File: src/rtl/y_adder.sv
// 32-bit ripple-carry adder with a registered result copy.
// Define YADDER_OVF_EN to add the signed-overflow outputs ovf/ovf_q.
module y_adder_slice (
  input  logic i_a,
  input  logic i_b,
  input  logic i_c,
  output logic o_s,
  output logic o_c
);
  logic w_p;

  assign w_p = i_a ^ i_b;
  assign o_s = w_p ^ i_c;
  assign o_c = (i_a & i_b) | (i_c & w_p);
endmodule

module y_adder (
  input  logic        clk,
  input  logic        rst_n,
  input  logic [31:0] a,
  input  logic [31:0] b,
  input  logic        cin,
  input  logic        en,
  output logic [31:0] z,
  output logic        cout,
  output logic [31:0] z_q,
  output logic        cout_q
`ifdef YADDER_OVF_EN
  ,
  output logic        ovf,
  output logic        ovf_q
`endif
);
  logic [32:0] w_c;

  assign w_c[0] = cin;

  for (genvar i = 0; i < 32; i++) begin : g_slice
    y_adder_slice u_slice (
      .i_a (a[i]),
      .i_b (b[i]),
      .i_c (w_c[i]),
      .o_s (z[i]),
      .o_c (w_c[i+1])
    );
  end

  assign cout = w_c[32];

`ifdef YADDER_OVF_EN
  // Signed overflow: carry into the sign bit differs from carry out of it.
  assign ovf = w_c[31] ^ w_c[32];
`endif

  // Result register: async reset, enable-gated capture
  always_ff @(posedge clk or negedge rst_n) begin
    if (!rst_n) begin
      z_q    <= '0;
      cout_q <= 1'b0;
`ifdef YADDER_OVF_EN
      ovf_q  <= 1'b0;
`endif
    end else if (en) begin
      z_q    <= z;
      cout_q <= cout;
`ifdef YADDER_OVF_EN
      ovf_q  <= ovf;
`endif
    end
  end
endmodule

File: config.mk
export PLATFORM = sky130hd
export DESIGN_NAME = y_adder
export DESIGN_NICKNAME = d
export VERILOG_FILES = /design/src/rtl/y_adder.sv
export SDC_FILE = /design/constraint.sdc
export NUM_CORES = 1
export LEC_CHECK = 0
export CAP_MARGIN = 20
export CORE_ASPECT_RATIO = 0.5
export CORE_MARGIN = 3
export CORE_UTILIZATION = 39
export CTS_BUF_LIST = sky130_fd_sc_hd__clkbuf_4 sky130_fd_sc_hd__clkbuf_8
export DETAILED_ROUTE_END_ITERATION = 10
export GPL_TIMING_DRIVEN = 0
export PLACE_DENSITY = 0.83
export REMOVE_ABC_BUFFERS = 1
export SYNTH_ARGS = -nofsm -noshare
export SYNTH_HDL_FRONTEND = slang
export SYNTH_SLANG_ARGS = --single-unit
File: constraint.sdc
create_clock -name clk -period 18.6 [get_ports clk]
set_input_delay 1.86 -clock clk [delete_from_list [all_inputs] [get_ports clk]]
set_output_delay 1.86 -clock clk [all_outputs]
set_load 0.03 [all_outputs]
* Yosys cells after proc, flatten, opt, wreduce, memory -nomap -nowiden
Cells that the tools add are included. W data, S select, Z words.
Word-level totals: register bits 33, bits of input ports 68, logic and storage cells 162
Operators by class: bitwise gates (word level) 160
Operator list (number):
- $and A1 B1 Y1 | 64
- $xor A1 B1 Y1 | 64
- $or A1 B1 Y1 | 32

* Depth between registers and ports, before layout
Gate-level depths: netlist of run 1.
depth after elaboration 65, mapped depth 37

* Hierarchy
A second synthesis of run 1 with hierarchy kept.
Second synthesis, totals: cell total of the unflattened synthesis 102, area total of the unflattened synthesis 2021.9 µm²
By module, submodules not included:
- y_adder | times used 1, cells each 70, area an instance 1381.3 µm², sequential area each 825.8 µm²
- y_adder_slice | times used 32, cells each 1, area an instance 20.0 µm², sequential area each 0.0 µm²

* Least setup slack after synthesis of run 1
No wires, ideal clock.
path type input port to output port, start in a[0], end out z[31], data arrival time 14172 ps, setup slack 2568 ps, stages on the path 37, path buffers 1, path through fa_1 > fa_1 > fa_1 > fa_1 > fa_1 > fa_1 > fa_1 > fa_1 > fa_1 > inv_1 > fa_1 > inv_1 > fa_1 > fa_1 > fa_1 > fa_1 > fa_1 > fa_1 > fa_1 > fa_1 > fa_1 > fa_1 > fa_1 > fa_1 > fa_1 > fa_1 > fa_1 > fa_1 > fa_1 > fa_1 > fa_1 > fa_1 > fa_1 > inv_1 > fa_1 > inv_1 > buf_4
Between the ends: cells in the longest elaborated chain, start to end 64
RTL lines:
- from (decl) | line 20 | input logic [31:0] a,
- $xor A1 B1 Y1 | line 12 | assign w_p = i_a ^ i_b;
- $and A1 B1 Y1 | line 14 | assign o_c = (i_a & i_b) | (i_c & w_p);
- $or A1 B1 Y1 (*) | line 14
- $and A1 B1 Y1 (*) | line 14
- $or A1 B1 Y1 (*) | line 14
- $and A1 B1 Y1 (*) | line 14
- $or A1 B1 Y1 (*) | line 14
- $and A1 B1 Y1 (*) | line 14
- (+48 left out)
- $or A1 B1 Y1 (*) | line 14
- $and A1 B1 Y1 (*) | line 14
- $or A1 B1 Y1 (*) | line 14
- $and A1 B1 Y1 (*) | line 14
- $or A1 B1 Y1 (*) | line 14
- $and A1 B1 Y1 (*) | line 14
- $or A1 B1 Y1 (*) | line 14
- $xor A1 B1 Y1 (*) | line 13 | assign o_s = w_p ^ i_c;
- to (decl) | line 24 | output logic [31:0] z,
Every way passes the cells marked *; elsewhere a longest branch is shown, timed or not.

* Final worst setup path of run 1
Ends and elaborated chain as after synthesis.

==> results of run 1 <==
[state kept, by name (all words and copies together) (netlist names)]
signal,flops
cout_q,1
z_q,32
[synthesized netlist by cell type]
cell	instances
dfrtp_1	33
inv_1	10
mux2_4	24
buf_6	2
mux2_2	6
buf_4	32
a21oi_1	3
nor2_1	3
buf_12	2
fa_1	32
[critical path, delay by kind of cell]
kind	cells	cell delay (ns)
buf+inv	6	1.38
fa+ha+maj	32	12.60
[path summary, 6_finish.rpt]
path	startpoint	endpoint	slack [ns]	cells past startpoint
max in group asynchronous	rst_n	z_q[21]$_DFFE_PN0P_	16.49	1
max reg2reg	z_q[18]$_DFFE_PN0P_	z_q[18]$_DFFE_PN0P_	17.83	1
min in group asynchronous	rst_n	z_q[1]$_DFFE_PN0P_	1.64	1
max	a[0]	z[31]	0.86	38
min	z_q[28]$_DFFE_PN0P_	z_q[28]$_DFFE_PN0P_	0.51	1
min reg2reg	z_q[28]$_DFFE_PN0P_	z_q[28]$_DFFE_PN0P_	0.51	1
[routing by layer]
metal  GRT usage (%)  vias to the layer above  routed length [um]
met2            37.2                       33                3590
li1                -                      642                   -
met4            2.91                        0                  30
met3            3.94                        2                 193
met5               0                        -                   0
met1            18.4                      759                1850
[kinds of logic (layout without fill, tap and decap cells)]
| family | count (synthesis) | count (layout) | synth area share, % |
|---|---|---|---|
| buffers and inverters | 46 | 151 | 15.1 |
| DFF | 33 | 33 | 36.5 |
| adders and majority gates | 32 | 32 | 28.3 |
| muxes | 30 | 30 | 18.9 |
| AOI/OAI and AO/OA | 3 | 3 | 0.664 |
| and+or+nand+nor | 3 | 3 | 0.498 |
[power by group]
part           internal [mW]  switching [mW]
registers             0.0891         0.00979
logic                 0.0959           0.105
clock network         0.0308          0.0241
[metrics by stage]
stage	utilization, %	instance area [um^2]	total power [mW]
global placement	64.4	3380	0.298
global route	66.3	3480	0.373
CTS	66.3	3480	0.359
finish	66.3	3480	0.354
floorplan	-	1960	0.212
detailed placement	64.5	3390	0.303
[layout make-up]
class,count,area [um^2]
inverter,10,37.5
tap,70,87.6
timing repair buffer,134,1340
multi-input combinational,68,1090
sequential,33,826
clock buffer,7,90.1
fill,404,1770
==> flow_summary.toml, run 1 <==
[sta]
layout_setup_ws_ns = 0.862
hold_ws_ns = 0.513
period_needed_ns = 17.74
finalSetupViolations = 0
slew_violations = 0
min_period_over_period_pct = 95.4
fin_skew_ns = 0
rsz0062_at_grt = "no"
max-slew-margin-rel_pct = 51.4
hold_viol = 0
fmax_ghz = 0.0564
worst_slew_pin_slew_ns = 0.730
fin_setup_tns_ns = 0

[route]
vias = 1436
ant_nets = 0
drt_first_pass_iters = 4
wl_per_cell_um = 17.6
drc = 0
wl_um = 5660
vias_per_cell = 4.46
dr.first_iter.drc_count = 39

[placement]
place_ws_ns = 0.785
hpwl_um = 4940
dp.cells = 315
io_buffer_count = 133
routabilityCongestion = 0.732

[grt]
grt_pass1_vias = 1793
gr-total-overflow = 0
grt_pass1_wl_um = 9200
grt_start_max_net_pins = 34
track_usage_pct = 17.6
antenna_found_initial = 0

[die]
start_util_pct = 43.1
dieArea_um2 = 6800
die_h_um = 59.8
die_x_um = 114
ios = 134
row_count = 18
core_um2 = 5250

[power]
leakagePower_nw = 1.48
p_per_area_nw_per_um2 = 102
peakVddDrop_mv = 0.0527

[finish]
final_net_count = 352
final_common_cell = "clkdlybuf4s50_1"
layout-drive-gt1-share_pct = 15.9
mostFrequentLayoutCells = "clkdlybuf4s50_1 (131), dfrtp_1 (33), fa_1 (32)"
syn_to_final_growth_pct = 53.8
num_antenna_cells = 0
instances_no_fill = 322

[synth]
seq_area_frac_synth_pct = 36.5
ys_ff_latch = 33
syn_inst = 147
yosysTopAreaCell = "dfrtp_1"
syn_avg_cell_area_um2 = 15.4
ys_types = 10
netlist_top_cells_area = "dfrtp_1 (37%), fa_1 (28%), mux2_4 (16%), buf_4 (11%), mux2_2 (3.0%)"
synth_top_area_share_pct = 36.5
netlist_area_um2 = 2260
synthesis.yosys.warnings = 0

[clock_tree]
clk_path_buf_depth = 2
cts.sinks = 33
cts_tree = "built"
cts_buffers = 5
cts_resized = 0
root_buffer = "clkbuf_8"
htree_levels = 2
cts_hold_buf = 0
post_cts_buffers = 0
clk_latency_ns = 0.27
path_clk_slew_ns = 0.06

[setup_path]
worstPathRequired_ns = 16.74
crit_path_start_kind = "input pin"
crit_arrival_ns = 15.88
slowest_delay_ns = 0.66
worst-setup-path-type = "in -> out"
cp_max_fo = 2
cp_slowest_cell = "clkdlybuf4s50_1"
endpoint_kind = "output pin"
cpMostUsedCell = "fa_1"

[flow_run]
cap_violations = 0

[min_path]
hold_class = "reg -> reg"

[status]
status = "completed"
No activity file was read; power rests on OpenSTA's default activity.
==> run 2: changes to the inputs <==
==> constraint.sdc (replaced) <==
create_clock -name clk -period 16.7 [get_ports clk]
set_input_delay 1.67 -clock clk [delete_from_list [all_inputs] [get_ports clk]]
set_output_delay 1.67 -clock clk [all_outputs]
set_load 0.03 [all_outputs]
==> run 2 against run 1 <==
Sequential power rose by 11%; critical path type unchanged; cell count did not move; total power rose by 12%; register-to-register slack got worse by 1.9 ns; first-iteration DRC count fell by 2.6%; critical endpoint unchanged; non-clock buffer count did not move; flip-flop and latch count did not move; clock power rose by 12%; global-route usage rose by 0.15 points; combinational power rose by 12%.
==> flow_summary.toml, run 2 (synthesis gave the netlist of run 1 again) <==
[clock_tree]
path_clk_slew_ns = 0.06
htree_levels = 2
root_buffer = "clkbuf_8"
cts_tree = "built"
cts.sinks = 33
clk_path_buf_depth = 2
cts_buffers = 5
cts_hold_buf = 0
post_cts_buffers = 0
clk_latency_ns = 0.28

[route]
vias_per_cell = 4.44
ant_nets = 0
dr.first_iter.drc_count = 38
wl_per_cell_um = 17.9
drt_first_pass_iters = 4
drc = 0
wl_um = 5760
vias = 1431

[sta]
period_needed_ns = 16.34
worst_slew_pin_slew_ns = 0.729
fmax_ghz = 0.0612
finalSetupViolations = 0
fin_skew_ns = 0
slew_violations = 0
min_period_over_period_pct = 97.9
fin_setup_tns_ns = 0
max-slew-margin-rel_pct = 51.4
hold_viol = 0
rsz0062_at_grt = "no"

[power]
p_per_area_nw_per_um2 = 113
peakVddDrop_mv = 0.0586
power.total_mw = 0.396
leakagePower_nw = 1.47

[setup_path]
cp_slowest_cell = "fa_1"
cpMostUsedCell = "fa_1"
endpoint_kind = "output pin"
crit_path_start_kind = "input pin"
crit_arrival_ns = 14.67
worst-setup-path-type = "in -> out"
cp_max_fo = 2
critical_path_buf_inv_count = 6
path_delay_family = "adder cells"
worstPathRequired_ns = 15.03
slowest_delay_ns = 0.46

[finish]
stdcell_area_um2 = 3500
max_flop_register = "z_q"
largest_reg_flops = 32
layout-drive-gt1-share_pct = 20.6
final_common_cell = "clkdlybuf4s50_1"
final_net_count = 352
mostFrequentLayoutCells = "clkdlybuf4s50_1 (128), dfrtp_1 (33), mux2_4 (24)"
instances_no_fill = 322
num_antenna_cells = 0
reg_top3 = "z_q: 32 flops, cout_q: 1 flops"
syn_to_final_growth_pct = 54.8

[grt]
grt_pass1_vias = 1790
grt_pass1_wl_um = 9250
grt_start_max_net_pins = 34
gr-total-overflow = 0
antenna_found_initial = 0
track_usage_pct = 17.8

[die]
core_um2 = 5250
ios = 134
row_count = 18
dieArea_um2 = 6800
die_x_um = 114
start_util_pct = 43.1
die_h_um = 59.8

[placement]
dp.cells = 315
io_buffer_count = 133
hpwl_um = 4940
routabilityCongestion = 0.732
place_area_um2 = 3390

[min_path]
hold_class = "reg -> reg"

[status]
status = "completed"

[flow_run]
cap_violations = 0
-- run 2: what timing repair did --
action,CTS,global route
endpoints found under the hold margin,0,0
resized for setup,13,6
endpoints found under the setup margin,3,3
-- run 2: final timing paths --
kind	start	cells past startpoint	endpoint	slack [ns]
max	a[0]	38	z[31]	0.36
min	z_q[25]$_DFFE_PN0P_	1	z_q[25]$_DFFE_PN0P_	0.51
max reg2reg	z_q[2]$_DFFE_PN0P_	1	z_q[2]$_DFFE_PN0P_	15.93
min reg2reg	z_q[25]$_DFFE_PN0P_	1	z_q[25]$_DFFE_PN0P_	0.51
max in group asynchronous	rst_n	1	z_q[6]$_DFFE_PN0P_	14.78
min in group asynchronous	rst_n	1	z_q[1]$_DFFE_PN0P_	1.45
-- run 2: final cells by class --
cell class,count,area (um^2)
Clock buffer,7,90.1
Fill cell,402,1750
Inverter,10,37.5
Multi-Input combinational cell,68,1120
Sequential cell,33,826
Tap cell,70,87.6
Timing Repair Buffer,134,1340
-- run 2: stage by stage --
| stage | hold WS, ns | worst slack, ns | utilization, % |
|---|---|---|---|
| 6_report | 0.512 | 0.356 | 66.7 |
| 5_1_grt | 0.532 | 0.0436 | 66.7 |
| 4_1_cts | 0.514 | 0.0182 | 66.4 |
| 3_5_place_dp | 0.495 | -0.735 | 64.5 |
| 3_3_place_gp | 0.491 | -0.328 | 64.4 |
| 2_1_floorplan | 0.673 | 1.04 | - |
-- run 2: per-layer routing --
layer	track usage, %	vias to the layer above	wire length (um)
met4	2.91	0	30
met5	0	-	0
met1	18.1	760	1900
li1	-	642	-
met3	4.04	2	172
met2	38.0	27	3660
-- run 2: report_power, final --
group	internal [mW]	leakage, nW	switching (mW)
clock	0.0343	0.0477	0.0271
sequential	0.0992	0.384	0.0109
combinational	0.107	1.04	0.118
total	0.241	1.47	0.155
==> run 3: changes to the inputs <==
--- a/config.mk
+++ b/config.mk
@@ -8,11 +8,12 @@
 export CAP_MARGIN = 20
 export CORE_ASPECT_RATIO = 0.5
 export CORE_MARGIN = 3
-export CORE_UTILIZATION = 39
+export CORE_UTILIZATION = 35
 export CTS_BUF_LIST = sky130_fd_sc_hd__clkbuf_4 sky130_fd_sc_hd__clkbuf_8
 export DETAILED_ROUTE_END_ITERATION = 10
 export GPL_TIMING_DRIVEN = 0
-export PLACE_DENSITY = 0.83
+export HOLD_SLACK_MARGIN = 0.15
+export PLACE_DENSITY = 0.79
 export REMOVE_ABC_BUFFERS = 1
 export SYNTH_ARGS = -nofsm -noshare
 export SYNTH_HDL_FRONTEND = slang
==> constraint.sdc (replaced) <==
create_clock -name clk -period 13.9 [get_ports clk]
set_input_delay 1.39 -clock clk [delete_from_list [all_inputs] [get_ports clk]]
set_output_delay 1.39 -clock clk [all_outputs]
set_load 0.03 [all_outputs]
==> run 3 against run 2 <==
The run now ends with setup timing left; sequential share of layout area down 0.54 points; combinational power grew 22%; flip-flop and latch count unchanged; via count up 0.14%; hold slack got worse by 0.0018 ns; routed wire length is 1.0% lower; utilization fell by 5.4 points; setup slack lost 0.85 ns; die area is 11% higher; sequential power up 20%; critical path type unchanged; critical endpoint unchanged; highest routed layer unchanged.
==> flow_summary.toml, run 3 (synthesis gave the netlist of run 1 again) <==
[finish]
reg_top3 = "z_q: 32 flops, cout_q: 1 flops"
final_net_count = 352
final_common_cell = "clkdlybuf4s50_1"
num_antenna_cells = 0
syn_to_final_growth_pct = 58.4
instances_no_fill = 337
largest_reg_flops = 32
max_flop_register = "z_q"
layout-drive-gt1-share_pct = 33.6
mostFrequentLayoutCells = "clkdlybuf4s50_1 (121), dfrtp_1 (33), fa_2 (32)"

[grt]
grt_pass1_vias = 1812
track_usage_pct = 16.0
grt_pass1_wl_um = 9450
antenna_found_initial = 0
grt_start_max_net_pins = 34
gr-total-overflow = 0

[die]
ios = 134
start_util_pct = 38.7
die_h_um = 62.8
die_x_um = 120
dieArea_um2 = 7520
core_um2 = 5850
row_count = 19

[sta]
hold_viol = 0
finalSetupViolations = 3
rsz0062_at_grt = "yes"
slew_violations = 0
max-slew-margin-rel_pct = 49.5
hold_ws_ns = 0.510
fmax_ghz = 0.0695
period_needed_ns = 14.39
fin_skew_ns = 0
min_period_over_period_pct = 104
worst_slew_pin_slew_ns = 0.757
layout_setup_ws_ns = -0.489

[status]
violations = "setup timing"
status = "finished with violations"

[clock_tree]
htree_levels = 2
root_buffer = "clkbuf_8"
cts_buffers = 5
path_clk_slew_ns = 0.06
cts.sinks = 33
clk_path_buf_depth = 2
clk_latency_ns = 0.27
cts_tree = "built"
post_cts_buffers = 0

[route]
wl_per_cell_um = 16.9
vias_per_cell = 4.25
dr.first_iter.drc_count = 42
wl_um = 5710
drt_first_pass_iters = 4
drc = 0
vias = 1433
ant_nets = 0

[setup_path]
worstPathRequired_ns = 12.51
endpoint_kind = "output pin"
cp_slowest_cell = "fa_2"
crit_arrival_ns = 13.00
crit_path_start_kind = "input pin"
reg2reg_slack_ns = 13.13
worst-setup-path-type = "in -> out"
slowest_delay_ns = 0.45
cpMostUsedCell = "fa_2"
cp_max_fo = 2

[placement]
dp.cells = 329
routabilityCongestion = 0.764
hpwl_um = 4670
io_buffer_count = 133

[power]
peakVddDrop_mv = 0.0550
p_per_area_nw_per_um2 = 135
leakagePower_nw = 1.48

[min_path]
hold_class = "reg -> reg"

[flow_run]
cap_violations = 0
==> run 3: critical path: cells and delay by family <==
family	cells	cell delay (ns)
fa+ha+maj	32	11.13
buf+inv	6	0.46
==> run 3: per-stage QoR <==
stage / instance area (um^2) / TNS (ns) / utilization [%] / setup slack [ns] / power, mW
final: 3580 / -0.842 / 61.3 / -0.489 / 0.485
after global routing: 3580 / -1.70 / 61.3 / -0.769 / 0.510
after CTS: 3570 / -1.11 / 61.1 / -0.578 / 0.490
after detailed placement: 3400 / -16.58 / 58.2 / -2.84 / 0.404
after global placement: 3390 / -13.34 / 58.0 / -2.55 / 0.400
after floorplan: 1960 / -3.45 / - / -1.20 / 0.284
==> run 3: path summary, 6_finish.rpt <==
kind,start,to,cells past startpoint
max,a[0],z[31],38
min,z_q[26]$_DFFE_PN0P_,z_q[26]$_DFFE_PN0P_,1
max reg2reg,z_q[17]$_DFFE_PN0P_,z_q[17]$_DFFE_PN0P_,1
min reg2reg,z_q[26]$_DFFE_PN0P_,z_q[26]$_DFFE_PN0P_,1
max in group asynchronous,rst_n,z_q[6]$_DFFE_PN0P_,1
min in group asynchronous,rst_n,z_q[18]$_DFFE_PN0P_,1
==> run 3: where the power goes <==
group          leakage (nW)  internal (mW)  switching (mW)
Combinational          1.04          0.132           0.142
Clock                0.0542         0.0448          0.0345
Sequential            0.384          0.119          0.0129
Total                  1.48          0.296           0.190
==> run 3: cell type report <==
type,count,area [um^2]
sequential,33,826
timing repair buffer,134,1340
multi-input combinational,68,1170
inverter,10,37.5
clock inverter,1,5.00
clock buffer,7,96.3
fill,462,2270
tap,84,105
==> run 3: timing repair <==
action | 4_1_cts | 5_1_grt
setup endpoints to repair | 13 | 5
hold buffers | 0 | 0
gates resized for setup | 78 | 4
pin swaps | 3 | 2
==> run 3: per-layer routing <==
layer | share of wire (%) | global-route usage [%]
met5 | 0 | 0
met4 | 1.1 | 3.85
met3 | 3.9 | 4.16
met2 | 60 | 32.2
met1 | 35 | 16.6
==> variant 1: new RTL, flow settings as in run 1 <==
Make the reset (`rst_n`) synchronous in one clocked block. Comments in the files are not updated.
--- a/src/rtl/y_adder.sv
+++ b/src/rtl/y_adder.sv
@@ -54,5 +54,5 @@
 
   // Result register: async reset, enable-gated capture
-  always_ff @(posedge clk or negedge rst_n) begin
+  always_ff @(posedge clk) begin
     if (!rst_n) begin
       z_q    <= '0;
Function: differs if rst_n is asserted again (counterexample within 4 cycles, from zero or initial values and one cycle with rst_n low); with rst_n held inactive, the same outputs for 10 cycles.
==> variant 1 against run 1 <==
Core utilization shrank 0.81 points. Total power decreased by 21%. Area after synthesis decreased by 3.3%. Worst setup slack better by 0.10 ns. Sequential cell count is the same. Highest routed layer unchanged. Final area is 2.9% lower. Routed wire length down 0.23%. Critical path depth did not move. Register-to-register slack improved by 0.12 ns. Cell count increased by 9.0%. Largest power group unchanged. Die area fell by 3.1%. Combinational power shrank 26%. Count of clock-buffer cells in the layout fell by 2.
==> variant 1: results <==
{
  "synth_cell_types": 12,
  "synthTopCellsByArea": "dfxtp_1 30%, fa_1 29%, mux2i_1 14%, buf_4 11%, nor2b_1 8.6%",
  "globalRouteMet3Util_pct": 3.59,
  "syn_inst": 180,
  "grt_pass1_wl_mm": 9.17,
  "wl_met2_mm": 3.48,
  "grtUsageMet2_pct": 37.3,
  "synthTopCellsByCount": "33 x dfxtp_1, 32 x buf_4, 32 x fa_1, 30 x mux2i_1, 30 x nor2b_1",
  "pre_cts_slack_ns": 0.868,
  "wl_met1_mm": 1.89,
  "netSwitchingPower_uw": 109,
  "grt_usage_pct": 17.8,
  "final_layout_size_suffix_gt1_share_pct": 2.85,
  "p_int_uw": 171,
  "wl_per_cell_um": 16.1,
  "grt_use_met1_pct": 18.5,
  "placed_cell_area_um2": 3300,
  "viasPerCell": 4.49,
  "status": "finished, final reports clean",
  "whs_ns": 0.482,
  "reg2reg_setup_slack_ns": 17.95,
  "drtIter0Drc": 22,
  "synth-async-reset-ratio_pct": 0,
  "drt_wl_total_mm": 5.65,
  "cp.arrival_ns": 15.78,
  "ys_seq_area_share_pct": 30.2,
  "gp_congestion": 0.717,
  "grt_pass1_vias": 1814,
  "synth_ff_type": "dfxtp_1",
  "post-dp-hpwl_mm": 4.80,
  "clkPwrFrac_pct": 17.8
}
## variant 1: cell count changes in the layout (fill, tap and decap cells not counted), moves of 6 or more
cell	before	now
mux2i_1	0	30
dfrtp_1	33	0
mux2_2	6	0
dfxtp_1	0	33
mux2_4	24	0
nor2b_1	0	30
## variant 1: cells by family after synthesis
| group | after synthesis | share of synthesized area (%) |
|---|---|---|
| buffers and inverters | 49 | 16.3 |
| AOI/OAI and AO/OA | 3 | 1.37 |
| and+or+nand+nor | 33 | 9.10 |
| adders and majority gates | 32 | 29.3 |
| muxes | 30 | 13.7 |
| DFF | 33 | 30.2 |
## variant 1: cell type report
type	count	area [um^2]
clock buffers	5	68.8
clock inverters	1	5.00
fillers	403	1780
inverters	10	37.5
multi-input cells	98	1170
flip-flops and latches	33	661
well taps	70	87.6
repair buffers	134	1350
## variant 1: final timing paths
check,from,endpoint,cells after the start
hold / removal,z_q[31],z_q[31],1
setup reg to reg,z_q[8],z_q[8],2
setup / recovery,a[0],z[31],38
hold reg to reg,z_q[31],z_q[31],1
==> variant 2: new RTL, settings of run 1 <==
Made on the original files. Add a define of `YADDER_OVF_EN`.
--- a/src/rtl/y_adder.sv
+++ b/src/rtl/y_adder.sv
@@ -1,4 +1,6 @@
 // 32-bit ripple-carry adder with a registered result copy.
 // Define YADDER_OVF_EN to add the signed-overflow outputs ovf/ovf_q.
+`define YADDER_OVF_EN
+
 module y_adder_slice (
   input  logic i_a,
Behaviour (old outputs only; new: ovf and ovf_q): unchanged (equiv_simple and equiv_induct, registers matched by name and starting in step).
==> variant 2 against run 1 <==
Worst setup slack lost 0.038 ns. Sequential cell count grew 1. Critical path depth is the same. Routed wire length grew 0.18%. Area after synthesis grew 3.3%. Largest cell class unchanged. Critical endpoint unchanged. Global-route usage shrank 0.39 points. Total power grew 7.1%. Final area grew 3.2%.
==> variant 2: results <==
{
  "status": "finished, final reports clean",
  "synth_cell_types": 11,
  "io_buffer_count": 135,
  "gp_congestion": 0.711,
  "max-slew-margin-rel_pct": 49.5,
  "placed_cell_area_um2": 3480,
  "grt_usage_pct": 17.3,
  "worstPathMaxFanout": 2,
  "fin_skew_ns": 0,
  "yosys_warnings": 0,
  "first_pass_iters": 4,
  "buffers": 136,
  "leakage_nw": 1.53,
  "n_antenna_cell": 0,
  "htreeDepth": 2,
  "post-dp-hpwl_mm": 4.81,
  "multi_input_area_share_pct": 31.6,
  "netlist_area_um2": 2330,
  "hold_class": "reg -> reg",
  "inverters": 10,
  "grt_pass1_vias": 1707,
  "ys_seq_area_share_pct": 36.4,
  "nonClkBufAreaFrac_pct": 37.9,
  "grt_max_degree": 35,
  "top_regs": "z_q (32), cout_q (1), ovf_q (1)",
  "hold_violations": 0,
  "stdcell_count": 329,
  "cts_buffers": 5,
  "synthTopCellsByArea": "dfrtp_1 36%, fa_1 27%, mux2_4 18%, buf_4 10%, buf_12 2.6%",
  "grt_pass1_wl_mm": 8.96,
  "crit_family": "adder cells",
  "final_layout_size_suffix_gt1_share_pct": 17.2,
  "drtIter0Drc": 19,
  "p_seq_uw": 102,
  "sh_seq_area_pct": 23.7,
  "syn_inst": 148,
  "ff_latch_area_um2": 851,
  "synth-async-reset-ratio_pct": 100,
  "vias": 1455,
  "cts_setup_buffers": 0,
  "clk_share_pct": 3.17,
  "clockBufferDepth": 2,
  "vdd_ir_drop_max_mv": 0.0430,
  "netSwitchingPower_uw": 148,
  "fin_nets": 355,
  "fillers": 441,
  "crit_slowest_cell": "clkdlybuf4s50_1",
  "comb.multi_input.count": 68,
  "p_int_uw": 232,
  "powerComb_uw": 209,
  "cp.arrival_ns": 15.92,
  "r2r_start": "z_q[19]",
  "worstHoldStart": "z_q[6]",
  "clock_latency_ns": 0.29,
  "synthTopCellsByCount": "34 x dfrtp_1, 32 x buf_4, 32 x fa_1, 28 x mux2_4, 10 x inv_1",
  "drt_wl_total_mm": 5.67,
  "pre_cts_slack_ns": 0.740,
  "n_sequential_cell": 34,
  "dp_cells": 321
}
[variant 2: cell families after synthesis]
family	share of synthesized area, %
buffers and inverters	15.0
flip-flops	36.4
AND/OR/NAND/NOR	0.161
XOR/XNOR	0.375
adder cells (fa/ha/maj)	27.4
multiplexers	20.4
AO/OA/AOI/OAI	0.214
[variant 2: final timing paths]
check / to / slack [ns] / cells past startpoint
min: z_q[6] / 0.51 / 1
min reg2reg: z_q[6] / 0.51 / 1
max in group asynchronous: ovf_q / 16.48 / 1
min in group asynchronous: z_q[19] / 1.63 / 1
max reg2reg: z_q[19] / 17.82 / 1
max: z[31] / 0.82 / 38
[variant 2: routing by layer]
layer	vias to the layer above	global-route usage [%]	wire length (um)
met4	0	4.68	78
met5	-	0	0
met1	759	18.5	1980
met3	9	4.48	171
met2	31	34.5	3440
li1	656	-	-
